### config.mk
export PLATFORM = sky130hd
export DESIGN_NAME = aes_ark_keystage
export DESIGN_NICKNAME = d
export VERILOG_FILES = /design/src/rtl/aes_pkg.sv /design/src/rtl/aes_sbox.sv /design/src/rtl/aes_ark_keystage.sv
export SDC_FILE = /design/constraint.sdc
export NUM_CORES = 2
export LEC_CHECK = 0
export CAP_MARGIN = 15
export CORE_ASPECT_RATIO = 0.7
export CORE_UTILIZATION = 35
export DETAILED_ROUTE_END_ITERATION = 7
export PLACE_DENSITY_LB_ADDON = 0.05
export REMOVE_ABC_BUFFERS = 1
export SYNTH_ARGS = -nofsm -noshare
export SYNTH_HDL_FRONTEND = slang
export SYNTH_SLANG_ARGS = --single-unit
### constraint.sdc
create_clock -name clk -period 13.4 [get_ports clk]
set_clock_uncertainty 0.2 [all_clocks]
set_input_delay 3.35 -clock clk [delete_from_list [all_inputs] [get_ports clk]]
set_output_delay 3.35 -clock clk [all_outputs]
set_load 0.05 [all_outputs]
### src/rtl/aes_pkg.sv
// Shared AES-128 constants, types and the round-constant table used by aes_ark_keystage.
package aes_pkg;

  localparam int unsigned NR = 10;

  typedef logic [127:0] state_t;
  typedef logic [127:0] key_t;

  typedef enum logic [1:0] {StIdle, StLoad, StExpand, StRun} ark_state_e;

  // rcon[1..10]; any other index yields 0
  function automatic logic [7:0] rcon(input logic [3:0] idx);
    case (idx)
      4'd1:    rcon = 8'h01;
      4'd2:    rcon = 8'h02;
      4'd3:    rcon = 8'h04;
      4'd4:    rcon = 8'h08;
      4'd5:    rcon = 8'h10;
      4'd6:    rcon = 8'h20;
      4'd7:    rcon = 8'h40;
      4'd8:    rcon = 8'h80;
      4'd9:    rcon = 8'h1b;
      4'd10:   rcon = 8'h36;
      default: rcon = 8'h00;
    endcase
  endfunction

endpackage

### src/rtl/aes_sbox.sv
// 8-bit forward AES S-box as a constant lookup table.
module aes_sbox (
  input  logic [7:0] i_byte,
  output logic [7:0] o_byte
);

  localparam logic [2047:0] SboxTab = {
    128'h637c777bf26b6fc53001672bfed7ab76,
    128'hca82c97dfa5947f0add4a2af9ca472c0,
    128'hb7fd9326363ff7cc34a5e5f171d83115,
    128'h04c723c31896059a071280e2eb27b275,
    128'h09832c1a1b6e5aa0523bd6b329e32f84,
    128'h53d100ed20fcb15b6acbbe394a4c58cf,
    128'hd0efaafb434d338545f9027f503c9fa8,
    128'h51a3408f929d38f5bcb6da2110fff3d2,
    128'hcd0c13ec5f974417c4a77e3d645d1973,
    128'h60814fdc222a908846eeb814de5e0bdb,
    128'he0323a0a4906245cc2d3ac629195e479,
    128'he7c8376d8dd54ea96c56f4ea657aae08,
    128'hba78252e1ca6b4c6e8dd741f4bbd8b8a,
    128'h703eb5664803f60e613557b986c11d9e,
    128'he1f8981169d98e949b1e87e9ce5528df,
    128'h8ca1890dbfe6426841992d0fb054bb16
  };

  // Entry 0 sits in the top byte, so offset is (255 - i) * 8
  assign o_byte = SboxTab[{~i_byte, 3'b000} +: 8];

endmodule

### src/rtl/aes_ark_keystage.sv
// AddRoundKey stage with on-the-fly AES-128 key schedule (forward and inverse stepping).
// Define AES_ARK_OUTREG_EN for a registered single-entry output; default is pass-through.
module aes_ark_keystage #(
  parameter int unsigned NR = 10
) (
  input  logic         clk,
  input  logic         rst_n,
  input  logic         i_key_load,
  input  logic [127:0] i_key_in,
  input  logic         i_dec,
  output logic         o_key_busy,
  input  logic [127:0] i_state_in,
  input  logic         i_in_valid,
  output logic         o_in_ready,
  output logic [127:0] o_state_out,
  output logic         o_out_valid,
  input  logic         i_out_ready,
  output logic [3:0]   o_round_idx,
  output logic         o_last_round
);

  import aes_pkg::*;

  if (NR != aes_pkg::NR) begin : g_nr_check
    $error("aes_ark_keystage supports only NR = 10 (AES-128)");
  end

  localparam logic [3:0] NrW = 4'(NR);

  ark_state_e r_state;
  logic       r_dec;
  key_t       r_key0, r_keyn, r_rk;
  logic [3:0] r_rnd, r_cnt;

  logic [31:0] w_w0, w_w1, w_w2, w_w3;
  logic [31:0] w_sub_in, w_rot, w_sub, w_t;
  logic [31:0] w_f0, w_f1, w_f2, w_f3;
  logic [3:0]  w_rcon_idx;
  key_t        w_fwd, w_inv;
  logic        w_run, w_last, w_in_ready, w_accept;

  assign {w_w0, w_w1, w_w2, w_w3} = r_rk;
  assign w_run = (r_state == StRun);

  // Inverse stepping needs SubWord of the previous key's w3, i.e. w3 ^ w2
  assign w_sub_in = (r_dec && w_run) ? (w_w3 ^ w_w2) : w_w3;
  assign w_rot    = {w_sub_in[23:0], w_sub_in[31:24]};

  for (genvar g = 0; g < 4; g++) begin : g_sbox
    aes_sbox u_sbox (
      .i_byte(w_rot[8*g +: 8]),
      .o_byte(w_sub[8*g +: 8])
    );
  end

  always_comb begin
    w_rcon_idx = r_rnd + 4'd1;
    if (r_state == StExpand) w_rcon_idx = r_cnt;
    else if (r_dec)          w_rcon_idx = r_rnd;
  end

  assign w_t   = w_sub ^ {rcon(w_rcon_idx), 24'h0};
  assign w_f0  = w_w0 ^ w_t;
  assign w_f1  = w_w1 ^ w_f0;
  assign w_f2  = w_w2 ^ w_f1;
  assign w_f3  = w_w3 ^ w_f2;
  assign w_fwd = {w_f0, w_f1, w_f2, w_f3};
  assign w_inv = {w_w0 ^ w_t, w_w1 ^ w_w0, w_w2 ^ w_w1, w_w3 ^ w_w2};

  assign w_last = r_dec ? (r_rnd == 4'd0) : (r_rnd == NrW);

  always_ff @(posedge clk or negedge rst_n) begin
    if (!rst_n) begin
      r_state <= StIdle;
      r_dec   <= 1'b0;
      r_key0  <= '0;
      r_keyn  <= '0;
      r_rk    <= '0;
      r_rnd   <= '0;
      r_cnt   <= '0;
    end else if (i_key_load) begin
      r_state <= StLoad;
      r_dec   <= i_dec;
      r_key0  <= i_key_in;
      r_rk    <= i_key_in;
    end else begin
      case (r_state)
        StLoad: begin
          if (r_dec) begin
            r_state <= StExpand;
            r_cnt   <= 4'd1;
          end else begin
            r_state <= StRun;
            r_rnd   <= 4'd0;
          end
        end
        StExpand: begin
          r_rk  <= w_fwd;
          r_cnt <= r_cnt + 4'd1;
          if (r_cnt == NrW) begin
            r_keyn  <= w_fwd;
            r_rnd   <= NrW;
            r_state <= StRun;
          end
        end
        StRun: begin
          if (w_accept) begin
            if (!r_dec) begin
              if (r_rnd == NrW) begin
                r_rk  <= r_key0;
                r_rnd <= 4'd0;
              end else begin
                r_rk  <= w_fwd;
                r_rnd <= r_rnd + 4'd1;
              end
            end else begin
              if (r_rnd == 4'd0) begin
                r_rk  <= r_keyn;
                r_rnd <= NrW;
              end else begin
                r_rk  <= w_inv;
                r_rnd <= r_rnd - 4'd1;
              end
            end
          end
        end
        default: ;
      endcase
    end
  end

  assign o_key_busy = (r_state == StExpand);
  assign o_in_ready = w_in_ready;
  assign w_accept   = i_in_valid && w_in_ready;

`ifdef AES_ARK_OUTREG_EN
  logic         r_out_valid, r_last;
  logic [127:0] r_state_out;
  logic [3:0]   r_round_idx;

  assign w_in_ready = w_run && !i_key_load && (!r_out_valid || i_out_ready);

  always_ff @(posedge clk or negedge rst_n) begin
    if (!rst_n) begin
      r_out_valid <= 1'b0;
      r_state_out <= '0;
      r_round_idx <= '0;
      r_last      <= 1'b0;
    end else if (i_key_load) begin
      r_out_valid <= 1'b0;
    end else if (w_accept) begin
      r_out_valid <= 1'b1;
      r_state_out <= i_state_in ^ r_rk;
      r_round_idx <= r_rnd;
      r_last      <= w_last;
    end else if (i_out_ready) begin
      r_out_valid <= 1'b0;
    end
  end

  assign o_out_valid  = r_out_valid;
  assign o_state_out  = r_state_out;
  assign o_round_idx  = r_round_idx;
  assign o_last_round = r_last;
`else
  logic w_out_valid;

  assign w_in_ready   = w_run && !i_key_load && i_out_ready;
  assign w_out_valid  = i_in_valid && w_run && !i_key_load;
  assign o_out_valid  = w_out_valid;
  assign o_state_out  = w_out_valid ? (i_state_in ^ r_rk) : '0;
  assign o_round_idx  = w_run ? r_rnd : 4'd0;
  assign o_last_round = w_run && w_last;
`endif

endmodule

* After elaboration in Yosys (flattened, before gate mapping)
Memory sizes are Yosys's and may differ from the RTL's.
Cells that the tools add are included.
** Word-level totals
- Input bits :: 262
- ROM bits :: 128
- Word-level logic and storage cells :: 83
- Memories :: 1
- Output and inout bits :: 136
- Flip-flop bits (word level) :: 395
** Cells by class
- Mux-type cells :: 25
- Shift-type cells :: 4
- Equal/unequal tests :: 11
- Bitwise operators :: 14
- $add $sub $neg :: 3
- Reductions and logical operators :: 18
** Memories
- (no name shown) :: words 16, width 8, read ports 1, clocked after memory_dff 0, wr ports 0, line aes_pkg.sv:13 : case (idx)
** Operators with widths (number)
- $shiftx A2048 B12 Y8 const A :: 4
- $mux W128 :: 6
- $pmux W128 S2 :: 1
- $xor A32 B32 Y32 :: 8
- $xor A128 B128 Y128 :: 1
- $mux W4 :: 10
- $mux W32 :: 1
- $not A8 Y8 :: 4
- $pmux W4 S3 :: 1
- $reduce_bool A3 Y1 :: 3
- $add A4 B1 Y4 const B :: 2
- $eq A4 B4 Y1 const B :: 2
- $pmux W4 S2 :: 1
- $logic_and A1 B1 Y1 :: 7
- $ne A3 B2 Y1 const B :: 2
- $reduce_and A3 Y1 :: 2
- $reduce_and A5 Y1 :: 1
- $eq A2 B2 Y1 const B :: 2
- $logic_not A4 Y1 :: 1
- $mux W2 :: 2
- $ne A2 B1 Y1 const B :: 2
- $ne A2 B2 Y1 const B :: 2
- $pmux W2 S2 :: 1
- $reduce_and A2 Y1 :: 2
- other kinds (6) :: 7

* Logic depth before layout (Yosys ltp)
- Word-level depth :: 15
- Gate-level depth with buffers :: 20
- Gate-level depth less buffers :: 15

* Modules after synthesis
From an unflattened synthesis, not the netlist that was laid out.
** Unflattened totals
- Cells, all modules :: 5009
- Area, all modules :: 38440.6 µm²
** Modules (own cells, without submodules)
- aes_ark_keystage :: sequential area each 9884.5 µm², area each 24307.1 µm², cells an instance 2809, instances 1
- aes_sbox :: sequential area each 0.0 µm², area each 3533.4 µm², cells an instance 550, instances 4

* Worst setup path after synthesis
Ideal clock, no wire load.
- Path type :: input -> output
- Start point :: input i_key_load
- End point :: output o_state_out[118]
- Stages :: 6
- Data required time :: 9850 ps
- Arrival time :: 5021 ps
- Setup slack :: 4829 ps
- Path buffers :: 3
- Cells stage by stage :: clkbuf_1 nor2_1 nand2_1 clkbuf_1 buf_1 nor2_1
** Between the ends
- Word-level cells in the longest chain between the ends :: 3
** Ends and longest elaborated chain
- start: declaration :: line aes_ark_keystage.sv:8 : input logic i_key_load,
- $logic_not A1 Y1 :: line aes_ark_keystage.sv:169 : assign w_out_valid = i_in_valid && w_run && !i_key_load;
- $logic_and A1 B1 Y1 :: line aes_ark_keystage.sv:169
- $mux W128 :: line aes_ark_keystage.sv:171 : assign o_state_out = w_out_valid ? (i_state_in ^ r_rk) : '0;
- end: declaration :: line aes_ark_keystage.sv:15 : output logic [127:0] o_state_out,
No other way between the ends.

* Worst setup path in the final report
- Start point :: input i_in_valid
- End point :: output o_state_out[6]
** Between the ends
- Word-level cells in the longest chain between the ends :: 3
** Ends and longest elaborated chain
- start: declaration :: line aes_ark_keystage.sv:13 : input logic i_in_valid,
- $logic_and A1 B1 Y1 (2 in a row) :: line aes_ark_keystage.sv:169
- $mux W128 :: line aes_ark_keystage.sv:171
No other way between the ends.

==> out/qor.csv <==
metric,value,unit
crit_path_end_kind,primary output,
postSynthAreaPerCell,7.60,sq um
die_h,281,microns
antenna_found_initial,9,
fin_crit_sh,0.706,
cts-root-buf,clkbuf_16,
clock_latency,0.63,ns
drt-vias-per-instance,6.49,
synth_edf_count,0,
grt_max_degree,161,
synth_top_family_by_area,compound AO/OA/AOI/OAI gates,
powerDensity,304,nW/um^2
clock.fmax,106,MHz
critPathArrivalTime,5.92,ns
overflow,0,
synth_cell_types,99,
drt-wirelength-per-cell,29.5,microns
synth_simple_gate_area_frac,0.163,
ant_nets,0,
synthesis.area,38800,sq um
initial_core_util,0.356,
core,109000,sq um
setup_viol,0,
via_count,42874,
grt_pass1_vias,39459,
ir_drop,182,uV
fill_cells,11283,
nets,5450,
final_area,45100,sq um
dieArea,112000,sq um
critPathMaxFanout,73,
dominantRegCellSynth,dfrtp_1,
io_buffers,397,
final_max_slew_viol_count,0,
synth_compound_area_frac,0.324,
place.gp.congestion,1.04,
cts_sinks,395,
fin_setup_tns,0,ns
grt_pass1_wl,283000,microns
instances_no_fill,6603,
leakage,16.7,nW
fin_crit,9.47,ns
setup_ws,3.93,ns
cts_made_buffers,46,
clock_path_buffers,3,
ios,398,
dr.pass1.iters,8,
cts_tree,done,
ctsResizeCount,0,
dp_slack,3.78,ns
htreeDepth,2,
place_inst,6522,
drive_gt1_frac,0.0922,
drt_iter0_drc,6217,
clk_pin_slew,0.06,ns
post-cts-setup-buffers,0,
muxShareOfSynthArea,0.0581,
violations,design-rule violations,
syn_inst,5109,
rows,101,
hold_viol_final,0,
drc_errors,11,
hold_class,flip-flop to flip-flop,
yosys.area_share.xor_xnor,0.108,
ys_seq_area_frac,0.255,
mostFrequentLayoutCell,nand2_1,
cts_hold_buffers,0,
max_slew_margin,0.182,
ys_ff_latch,395,
mostFrequentLayoutCells,"576 x nand2_1, 556 x o21ai_0, 471 x nor2_1",
status,finished with violations,
worst_pin_slew,1.19,ns
die_w,400,microns
yosysWarnings,0,
hpwl,128000,microns
area_delta_synth_final,16.2,%
start_kind,input pin,
critical_path_required,9.85,ns
grt_use_total,0.334,
max_cap_violations,0,
async_flop_share,1.00,
drt_wl_total,195000,microns
placed_area,43700,sq um
yosys.area_share.adder,0.0190,
rsz0062_at_grt,false,
worstSetupPathType,input pin to primary output,
-- worst max-delay path, cell delays in order --
cell	delay, ns
clkdlybuf4s50_1	0.46
nand2_4	0.61
buf_4	0.61
nor2_1	0.11
clkdlybuf4s50_1	0.72
-- metrics by stage --
stage | power (mW) | utilization | hold slack [ns]
after detailed placement | 12.0 | 0.400 | 0.270
final | 13.7 | 0.413 | 0.278
after global routing | 14.4 | 0.413 | 0.300
after CTS | 13.3 | 0.413 | 0.283
after global placement | 12.1 | 0.400 | 0.262
after floorplan | 8.49 | - | 0.245
-- kinds of logic after synthesis --
group | count (synthesis)
compound gates | 1888
xor+xnor | 429
fa+ha+maj | 59
buf+inv | 683
flops | 395
mux | 197
simple gates | 1458
-- power breakdown --
part           switching [mW]  internal, mW
clock                   0.568         0.694
combinational            7.00          3.48
sequential              0.563          1.43
total                    8.13          5.61
-- routing by layer --
layer	part of all wire	track usage
met2	0.41	0.464
met4	0.034	0.100
met1	0.44	0.493
met5	0.000057	0
met3	0.12	0.0905
-- cell type report --
class                   count  area [sq um]  share of cell area
clock buffers              68          1300              0.0289
diodes                      1          2.50           0.0000555
repair buffers            532          5030               0.112
multi-input cells        4031         26500               0.587
inverters                 123           467              0.0103
clock inverters            11           120             0.00266
flip-flops and latches    395          9890               0.219
well taps                1442          1800              0.0400
-- cell usage after synthesis (15+ instances only) --
cell | number | area share
xor2_2 | 15 | 0.0063
a311oi_1 | 42 | 0.0095
o21ai_0 | 556 | 0.072
dfrtp_1 | 395 | 0.25
nor2_1 | 480 | 0.046
o31ai_1 | 35 | 0.0068
a221oi_1 | 66 | 0.015
buf_4 | 25 | 0.0048
and3_1 | 26 | 0.0042
o211ai_1 | 96 | 0.019
or3_1 | 22 | 0.0035
a32oi_1 | 16 | 0.0036
xor2_1 | 61 | 0.014
nand3_1 | 84 | 0.011
a21o_1 | 19 | 0.0037
o22ai_1 | 54 | 0.0087
o221ai_1 | 47 | 0.011
xnor2_1 | 321 | 0.072
a2111oi_0 | 21 | 0.0047
o2111ai_1 | 22 | 0.0050
xnor2_2 | 25 | 0.010
nor2b_1 | 15 | 0.0024
mux2_2 | 127 | 0.037
mux2i_1 | 60 | 0.015
ha_1 | 59 | 0.019
a22oi_1 | 81 | 0.016
nand4_1 | 37 | 0.0060
a31oi_1 | 64 | 0.010
a221o_1 | 22 | 0.0057
nand2b_1 | 20 | 0.0032
a21oi_1 | 377 | 0.049
clkbuf_1 | 305 | 0.029
inv_1 | 111 | 0.011
a211o_1 | 23 | 0.0052
o311ai_0 | 51 | 0.012
o32ai_1 | 27 | 0.0061
buf_1 | 69 | 0.0067
nor3_1 | 109 | 0.014
a211oi_1 | 68 | 0.013
and2_1 | 21 | 0.0034
nand2_1 | 586 | 0.057
nor4_1 | 15 | 0.0024
buf_2 | 154 | 0.020
a22o_1 | 23 | 0.0052
-- path summary, 6_finish.rpt --
check                           start        endpoint  slack [ns]  depth (start not counted)
min                        r_keyn[11]      r_keyn[11]        0.28                          2
min in group asynchronous       rst_n      r_keyn[82]        2.65                          1
max in group asynchronous       rst_n           r_dec        8.11                          3
max                        i_in_valid  o_state_out[6]        3.93                          5
max reg2reg                     r_dec        r_rk[27]        5.80                         18
min reg2reg                r_keyn[11]      r_keyn[11]        0.28                          2
-- state kept, by name, indices dropped and copies added, names as in the netlist --
| name | flops |
|---|---|
| r_keyn | 128 |
| r_key0 | 128 |
| r_rnd | 4 |
| r_dec | 1 |
| r_state | 2 |
| r_cnt | 4 |
| r_rk | 128 |
(Power assumes the default switching activity.)
